**src/rtl/timer_counter.sv**
```systemverilog
// -----------------------------------------------------------------------------
// timer_counter
//   Counting core of the timer. Takes the register block's control outputs,
//   runs a 64-bit up-counter behind an optional power-of-two prescaler, and
//   raises a sticky compare-match interrupt.
//
// Parameters
//   DIV_MAX            max divider exponent; prescaler is DIV_MAX bits wide
//
// Ports
//   sys_clk            in   1   system clock, rising edge
//   sys_rst_n          in   1   synchronous active-low reset
//   timer_en           in   1   counter runs when 1
//   div_en             in   1   1: count once per 2**d cycles, 0: every cycle
//   div_val            in   4   divider exponent, saturated at DIV_MAX
//   halt_req           in   1   debug halt request
//   dbg_mode           in   1   halt honoured only when 1
//   counter_clear      in   1   pulse: zero counter and prescaler
//   counter_write_sel  in   2   01: load low word, 10: load high word
//   counter_write_data in   32  load data
//   compare_val        in   64  compare value
//   interrupt_en       in   1   interrupt output mask
//   interrupt_clear    in   1   pulse: clear interrupt_status
//   cnt_val            out  64  counter value (registered)
//   halt_ack_status    out  1   counter frozen by halt (registered)
//   interrupt_status   out  1   sticky compare-match flag (registered)
//   tim_int            out  1   interrupt_status & interrupt_en
// -----------------------------------------------------------------------------
module timer_counter #(
    parameter int DIV_MAX = 8
) (
    input  logic        sys_clk,
    input  logic        sys_rst_n,
    input  logic        timer_en,
    input  logic        div_en,
    input  logic [3:0]  div_val,
    input  logic        halt_req,
    input  logic        dbg_mode,
    input  logic        counter_clear,
    input  logic [1:0]  counter_write_sel,
    input  logic [31:0] counter_write_data,
    input  logic [63:0] compare_val,
    input  logic        interrupt_en,
    input  logic        interrupt_clear,
    output logic [63:0] cnt_val,
    output logic        halt_ack_status,
    output logic        interrupt_status,
    output logic        tim_int
);

    logic [DIV_MAX-1:0] prescaler;
    logic [DIV_MAX-1:0] presc_limit;
    logic [31:0]        div_eff;
    logic               tick;

    // Effective exponent d = min(div_val, DIV_MAX); the terminal count
    // 2**d - 1 is simply the low d bits set, which avoids any shift.
    always_comb begin
        // NOTE: every signal written here gets a default first, so no path
        // leaves it unassigned and no latch is inferred.
        div_eff     = {28'd0, div_val};
        presc_limit = '0;
        if (div_eff > 32'(DIV_MAX)) begin
            div_eff = 32'(DIV_MAX);
        end
        for (int i = 0; i < DIV_MAX; i++) begin
            presc_limit[i] = (32'(i) < div_eff);
        end
        tick = !div_en || (prescaler == presc_limit);
    end

    always_ff @(posedge sys_clk) begin
        // NOTE: state registers use non-blocking assignments so every
        // right-hand side sees pre-edge values, independent of statement order.
        if (!sys_rst_n) begin
            prescaler        <= '0;
            cnt_val          <= '0;
            halt_ack_status  <= 1'b0;
            interrupt_status <= 1'b0;
        end else begin
            halt_ack_status <= halt_req & dbg_mode;

            // A limit lowered below the current prescaler value makes the
            // ">=" branch fire: wrap to 0 without producing a tick.
            if (counter_clear || !timer_en || !div_en) begin
                prescaler <= '0;
            end else if (!halt_ack_status) begin
                prescaler <= (prescaler >= presc_limit) ? '0
                                                        : prescaler + DIV_MAX'(1);
            end

            if (counter_clear) begin
                cnt_val <= '0;
            end else if (counter_write_sel == 2'b01) begin
                cnt_val[31:0] <= counter_write_data;
            end else if (counter_write_sel == 2'b10) begin
                cnt_val[63:32] <= counter_write_data;
            end else if (timer_en && tick && !halt_ack_status) begin
                cnt_val <= cnt_val + 64'd1;
            end

            // Set has priority over clear.
            if (cnt_val == compare_val) begin
                interrupt_status <= 1'b1;
            end else if (interrupt_clear) begin
                interrupt_status <= 1'b0;
            end
        end
    end

    assign tim_int = interrupt_status & interrupt_en;

endmodule

```
**config.mk**
```make
export PLATFORM = sky130hd
export DESIGN_NAME = timer_counter
export DESIGN_NICKNAME = d
export VERILOG_FILES = /design/src/rtl/timer_counter.sv
export SDC_FILE = /design/constraint.sdc
export NUM_CORES = 1
export LEC_CHECK = 0
export CAP_MARGIN = 0
export CORE_ASPECT_RATIO = 0.6
export CORE_UTILIZATION = 50
export CTS_CLUSTER_DIAMETER = 50
export DETAILED_ROUTE_END_ITERATION = 7
export PLACE_DENSITY = 0.87
export SLEW_MARGIN = 20
export SYNTH_ARGS = -nofsm -noshare
export SYNTH_HDL_FRONTEND = slang
export SYNTH_SLANG_ARGS = --single-unit
```
**constraint.sdc**
```tcl
create_clock -name sys_clk -period 3.5 [get_ports sys_clk]
set_input_delay 0.35 -clock sys_clk [delete_from_list [all_inputs] [get_ports sys_clk]]
set_output_delay 0.35 -clock sys_clk [all_outputs]
set_load 0.01 [all_outputs]
```
; Yosys cells after proc, flatten, opt, wreduce, memory -nomap -nowiden
; Index checks and enable logic that the tools add are counted.
[word_totals]
regBits = 74
in_bits = 111
word_cells = 49
[op_classes]
add_sub_neg = 2
magnitude_cmp = 10
n_eq_ne = 5
mux = 8
bitwise = 4
reduce_logical = 15
[op_table]
columns = operator, n
row1 = < comparator 3 x 32 -> 1 bit (first input constant), 4
row2 = two-way mux 32 bit, 3
row3 = adder 64 x 1 -> 64 bit (second input constant), 1
row4 = == test 64 bit, 1
row5 = < comparator 1 x 32 -> 1 bit (first input constant), 2
row6 = < comparator 2 x 32 -> 1 bit (first input constant), 2
row7 = two-way mux 64 bit, 1
row8 = adder 8 x 1 -> 8 bit (second input constant), 1
row9 = == test 8 bit, 1
row10 = greater-or-equal comparator 8 bit, 1
row11 = two-way mux 8 bit, 1
row12 = nonzero test 2 bit, 3
row13 = > comparator 4 bit (second input constant), 1
row14 = two-way mux 4 bit, 1
row15 = AND reduction 2 bit, 2
row16 = OR reduction 2 bit, 2
row17 = logical NOT 1 bit, 3
row18 = logical OR 1 bit, 3
row19 = bitwise AND 1 bit, 2
row20 = == test 2 x 1 -> 1 bit (second input constant), 1
row21 = == test 2 bit (second input constant), 1
row22 = logical AND 1 bit, 2
row23 = two-way mux 1 bit, 2
row24 = != test 2 bit (second input constant), 1
row25 = NOT 1 bit, 2

; Depth between registers and ports, before layout
[logic_depth]
word_depth = 10
depth_mapped = 10
ltp_nobuf = 9

; Worst setup path after synthesis
; Ideal clock, no wire load.
[synth_path]
path_kind = input -> register
from = input div_val[3]
to = register cnt_val[13]
setup_time_ns = 0.070
t_arrival_ns = 2.306
required_ns = 3.430
slack_ns = 1.124
cell_stages = 9
n_path_buf = 0
path_cell_list = nor3_1 -> nand2b_1 -> ha_1 -> nand4_1 -> o21ai_2 -> nand2_1 -> or4_1 -> xor2_1 -> a21oi_1
[synth_between]
elab_chain_len = 9
word_cells_on_any_way = 16
classes_between = order compare: 9 / eq/ne: 1 / mux: 1 / reduce/logical: 5
[synth_lines]
columns = element, line
row1 = "start, declared", 36  ; input logic [3:0] div_val,
row2 = > comparator 4 bit, 63  ; if (div_eff > 32'(DIV_MAX)) begin
row3 = two-way mux 4 bit (*), 63
row4 = < comparator 1 x 32 -> 1 bit (tied with other cells), 67  ; presc_limit[i] = (32'(i) < div_eff);
row5 = == test 8 bit (*), 69  ; tick = !div_en || (prescaler == presc_limit);
row6 = logical OR 1 bit (*), 69
row7 = logical AND 1 bit (*) (2 in series), 98  ; end else if (timer_en && tick && !halt_ack_status) begin
row8 = nonzero test 2 bit (no source line) (*), -
row9 = AND reduction 2 bit (no source line) (*), -
row10 = "end signal, assigned", 95  ; cnt_val[31:0] <= counter_write_data;
row11 = "end signal, assigned", 99  ; cnt_val <= cnt_val + 64'd1;
row12 = "end, declared", 45  ; output logic [63:0] cnt_val,
; Mark *: on every way between the ends. The rest lies on a longest branch, timed or not.
; A chain may end at the register's enable or synchronous reset.

; Worst setup path after layout
[layout_path]
from = register cnt_val[12]
to = register cnt_val[63]
[layout_between]
elab_chain_len = 3
[layout_lines]
columns = element, line
row1 = adder 64 x 1 -> 64 bit, 99
row2 = two-way mux 64 bit, 98
row3 = two-way mux 32 bit, 96  ; end else if (counter_write_sel == 2'b10) begin
; No other way between the ends. The select of a mux whose other input is x is not followed.

==> report_table.html <==
<table>
<tr><th>Metric</th><th>Value</th></tr>
<tr><th colspan="2">Finish</th></tr>
<tr><td>Final-layout fill cell count</td><td>750</td></tr>
<tr><td>Final Net Count</td><td>934</td></tr>
<tr><td>Most used cells in the layout excluding fill and tap cells</td><td>sky130_fd_sc_hd__clkdlybuf4s50_1, sky130_fd_sc_hd__xnor2_1, sky130_fd_sc_hd__dfxtp_1</td></tr>
<tr><td>Commonest non-fill, non-tap cell in the layout</td><td>sky130_fd_sc_hd__clkdlybuf4s50_1</td></tr>
<tr><td>Layout cells sized above 1</td><td>0.0611</td></tr>
<tr><td>Number of inserted diodes</td><td>0</td></tr>
<tr><td>Summed area of non-filler cells in the final layout</td><td>7460 um^2</td></tr>
<tr><td>Final Instance Count excl. Fillers</td><td>953</td></tr>
<tr><td>Area growth from synthesis to final layout</td><td>44.0%</td></tr>
<tr><th colspan="2">Clocking</th></tr>
<tr><td>Total of cells resized after clock tree synthesis</td><td>0</td></tr>
<tr><td>TritonCTS clock tree</td><td>built</td></tr>
<tr><td>Root buffer cell</td><td>sky130_fd_sc_hd__clkbuf_16</td></tr>
<tr><td>H-tree levels</td><td>3</td></tr>
<tr><td>Clock sink count</td><td>74</td></tr>
<tr><td>Post CTS Setup Buffer Count</td><td>0</td></tr>
<tr><td>TritonCTS Buffers</td><td>9</td></tr>
<tr><td>Latest clock arrival within the worst-skew pair</td><td>350 ps</td></tr>
<tr><td>Clk pin slew, worst setup/hold paths</td><td>60 ps</td></tr>
<tr><td>Bufs on Longest Clock Path</td><td>2</td></tr>
<tr><td>CTS Hold Buffers Added</td><td>0</td></tr>
<tr><th colspan="2">Detailed routing</th></tr>
<tr><td>Via Count</td><td>6292</td></tr>
<tr><td>Met2 Wirelength</td><td>8.88 mm</td></tr>
<tr><td>Highest routed layer</td><td>met5</td></tr>
<tr><td>Metal3 WL</td><td>3.66 mm</td></tr>
<tr><td>Detailed-routing iteration count for the pre-antenna-repair pass</td><td>6</td></tr>
<tr><td>Met1 wire length</td><td>9.48 mm</td></tr>
<tr><td>Detailed-route DRC error count</td><td>0</td></tr>
<tr><td>Iteration-0 DRC count of the detailed router</td><td>1034</td></tr>
<tr><td>Detailed Route WL</td><td>22.8 mm</td></tr>
<tr><td>Average detailed-routed wire length per instance</td><td>23.9 um</td></tr>
<tr><td>Remaining antenna violation count after routing</td><td>0</td></tr>
<tr><td>Via/cell ratio</td><td>6.60</td></tr>
<tr><th colspan="2">Placed design</th></tr>
<tr><td>Worst slack, placed</td><td>349 ps</td></tr>
<tr><td>Weighted congestion reported at the end of routability-driven placement</td><td>0.943</td></tr>
<tr><td>Post-Place Cells</td><td>937</td></tr>
<tr><td>Count of input and output buffers</td><td>177</td></tr>
<tr><td>Standard cell area after detailed placement</td><td>7110 um^2</td></tr>
<tr><td>Sum of net half-perimeters after detailed placement</td><td>17.5 mm</td></tr>
<tr><th colspan="2">Job</th></tr>
<tr><td>Number of maximum-capacitance violations</td><td>0</td></tr>
<tr><th colspan="2">Global routing</th></tr>
<tr><td>Vias in the first global route</td><td>5682</td></tr>
<tr><td>Number of antenna violations at the first check in global routing</td><td>0</td></tr>
<tr><td>Overall overflow remaining after global route</td><td>0</td></tr>
<tr><td>Wire length of the first global-routing pass</td><td>33.3 mm</td></tr>
<tr><td>GRT Resource Usage Total</td><td>0.421</td></tr>
<tr><td>Maximum number of pins on one net before global-route repair</td><td>33</td></tr>
<tr><th colspan="2">Timing</th></tr>
<tr><td>Period minus WS final</td><td>2890 ps</td></tr>
<tr><td>Final Worst Setup Slack</td><td>613 ps</td></tr>
<tr><td>Setup_tns</td><td>0 ps</td></tr>
<tr><td>Setup repair after global routing missed its margin</td><td>false</td></tr>
<tr><td>Actual slew at the worst max-slew pin</td><td>738 ps</td></tr>
<tr><td>Worst slew margin</td><td>0.506</td></tr>
<tr><td>Period utilisation layout</td><td>0.825</td></tr>
<tr><td>Final Slew Violations</td><td>0</td></tr>
<tr><td>Number of hold violations in the final report</td><td>0</td></tr>
<tr><td>Achievable frequency</td><td>346 MHz</td></tr>
<tr><td>Setup-violating endpoint count in the final report</td><td>0</td></tr>
<tr><td>Clock tree skew after final layout</td><td>9.77 ps</td></tr>
<tr><th colspan="2">Critical path</th></tr>
<tr><td>CP Data Arrival Time</td><td>3090 ps</td></tr>
<tr><td>Peak fanout along the critical path</td><td>13</td></tr>
<tr><td>Required time of the critical path</td><td>3700 ps</td></tr>
<tr><td>Critical Path Start Type</td><td>register</td></tr>
<tr><td>Kind of critical path</td><td>register to register</td></tr>
<tr><td>CP Capture Type</td><td>register</td></tr>
<tr><th colspan="2">Floorplanning</th></tr>
<tr><td>Area of the core region</td><td>9950 um^2</td></tr>
<tr><td>Starting utilization of the core area</td><td>0.521</td></tr>
<tr><td>Die outline area</td><td>10800 um^2</td></tr>
<tr><td>Row cnt</td><td>28</td></tr>
<tr><td>Die span in y</td><td>80.9 um</td></tr>
<tr><td>I/O pin cnt</td><td>178</td></tr>
<tr><td>Die W</td><td>133 um</td></tr>
<tr><th colspan="2">Logic synthesis</th></tr>
<tr><td>Summed instance area of the synthesized netlist</td><td>5180 um^2</td></tr>
<tr><td>Biggest area consumer among synthesized cells</td><td>sky130_fd_sc_hd__dfxtp_1</td></tr>
<tr><td>Synthesized instance count</td><td>643</td></tr>
<tr><td>Ys async rst share</td><td>0</td></tr>
<tr><td>Post-synth cell types</td><td>52</td></tr>
<tr><td>Register area share after synthesis</td><td>0.286</td></tr>
<tr><td>Yosys synthesis warning count</td><td>0</td></tr>
<tr><td>Cell types occupying the most area after synthesis</td><td>sky130_fd_sc_hd__dfxtp_1, sky130_fd_sc_hd__xnor2_1, sky130_fd_sc_hd__nand4_1, sky130_fd_sc_hd__xor2_1, sky130_fd_sc_hd__a22oi_1</td></tr>
<tr><td>Main flop type after synthesis</td><td>sky130_fd_sc_hd__dfxtp_1</td></tr>
<tr><td>Count of state elements after synthesis</td><td>74</td></tr>
<tr><td>Syn_area_per_cell</td><td>8.06 um^2</td></tr>
<tr><td>Number of enable-type register cells in the synthesized netlist</td><td>0</td></tr>
<tr><td>Area share of the largest cell type after synthesis</td><td>0.286</td></tr>
<tr><td>Number of nets in the synthesized netlist</td><td>764</td></tr>
<tr><th colspan="2">Power and ir drop</th></tr>
<tr><td>Leakage dissipation</td><td>2.32 nW</td></tr>
<tr><td>Part of the total power dissipated in combinational logic</td><td>0.180</td></tr>
<tr><td>Switching pwr</td><td>648 uW</td></tr>
<tr><td>Switching share of power</td><td>0.263</td></tr>
<tr><td>Clock group share of total power</td><td>0.451</td></tr>
<tr><td>Total power per unit cell area</td><td>331 nW/um^2</td></tr>
<tr><td>Internal power</td><td>1.82 mW</td></tr>
<tr><td>Worst ir drop on vdd</td><td>0.000215 V</td></tr>
<tr><td>Sequential share of power</td><td>0.369</td></tr>
<tr><th colspan="2">Run status</th></tr>
<tr><td>Result of the run</td><td>finished clean</td></tr>
<tr><th colspan="2">Hold path</th></tr>
<tr><td>HP Class</td><td>register to register</td></tr>
</table>
[flip-flops by register name (all words and copies together), names as in the netlist]
register          count
cnt_val              64
prescaler             8
halt_ack_status       1
interrupt_status      1
[layer usage]
metal / vias up / global-route usage
li1: 2728 / -
met1: 2943 / 0.580
met2: 548 / 0.588
met3: 71 / 0.157
met4: 2 / 0.149
met5: - / 0.0648
[worst max-delay path: stages, from the launching register on]
cell	delay, ps
sky130_fd_sc_hd__dfxtp_1	500
sky130_fd_sc_hd__nand4_1	330
sky130_fd_sc_hd__nor4_2	440
sky130_fd_sc_hd__nand4_1	670
sky130_fd_sc_hd__nor4_1	540
sky130_fd_sc_hd__xnor2_1	170
sky130_fd_sc_hd__o22ai_1	90
[Yosys cell counts (8+ instances only)]
| master | count |
|---|---|
| sky130_fd_sc_hd__a22oi_1 | 25 |
| sky130_fd_sc_hd__xnor2_1 | 95 |
| sky130_fd_sc_hd__dfxtp_1 | 74 |
| sky130_fd_sc_hd__nand2_1 | 37 |
| sky130_fd_sc_hd__o21ai_0 | 33 |
| sky130_fd_sc_hd__nand4_1 | 51 |
| sky130_fd_sc_hd__nor3_1 | 21 |
| sky130_fd_sc_hd__inv_1 | 12 |
| sky130_fd_sc_hd__o22ai_1 | 24 |
| sky130_fd_sc_hd__clkbuf_1 | 25 |
| sky130_fd_sc_hd__a21oi_1 | 29 |
| sky130_fd_sc_hd__a31oi_1 | 8 |
| sky130_fd_sc_hd__and3_1 | 12 |
| sky130_fd_sc_hd__xor2_1 | 27 |
| sky130_fd_sc_hd__ha_1 | 10 |
| sky130_fd_sc_hd__nand3_1 | 29 |
| sky130_fd_sc_hd__and2_1 | 11 |
| sky130_fd_sc_hd__nor4_1 | 14 |
| sky130_fd_sc_hd__nor2_1 | 30 |
[worst paths after layout]
check	start	end	slack (ps)	cells past startpoint
min	interrupt_status	interrupt_status	520	2
max	cnt_val[12]	cnt_val[63]	610	6
max reg2reg	cnt_val[12]	cnt_val[63]	610	6
min reg2reg	interrupt_status	interrupt_status	520	2
[cell type report]
| type | instances | area (um^2) | share of cell area |
|---|---|---|---|
| clock inverters | 6 | 113 | 0.0151 |
| well taps | 135 | 169 | 0.0226 |
| multi-input cells | 521 | 3510 | 0.470 |
| inverters | 12 | 45.0 | 0.00604 |
| flip-flops and latches | 74 | 1480 | 0.198 |
| clock buffers | 10 | 239 | 0.0320 |
| repair buffers | 195 | 1910 | 0.255 |
[per-stage QoR]
| step | util | power [mW] | hold slack [ps] |
|---|---|---|---|
| 2_1_floorplan | - | 1.08 | 496 |
| 5_1_grt | 0.750 | 2.51 | 537 |
| 6_report | 0.750 | 2.47 | 516 |
| 4_1_cts | 0.750 | 2.45 | 510 |
| 3_3_place_gp | 0.715 | 1.34 | 482 |
| 3_5_place_dp | 0.715 | 1.35 | 502 |
[power groups by stage]
stage	combinational [mW]	clock (mW)	sequential, mW
after CTS	0.430	1.11	0.907
final	0.444	1.11	0.909
after detailed placement	0.426	0	0.925
after floorplan	0.165	0	0.919
after global placement	0.421	0	0.924
after global routing	0.462	1.13	0.911
[cell families (layout without fill, tap and decap cells)]
logic type,Yosys count,count (layout),synth area share
compound gates,145,145,0.178
xor+xnor,122,122,0.206
fa+ha+maj,11,11,0.0261
buf+inv,48,223,0.0372
flops,74,74,0.286
mux,1,1,0.00193
simple gates,242,242,0.265
Power figures use the tool's default switching activity.
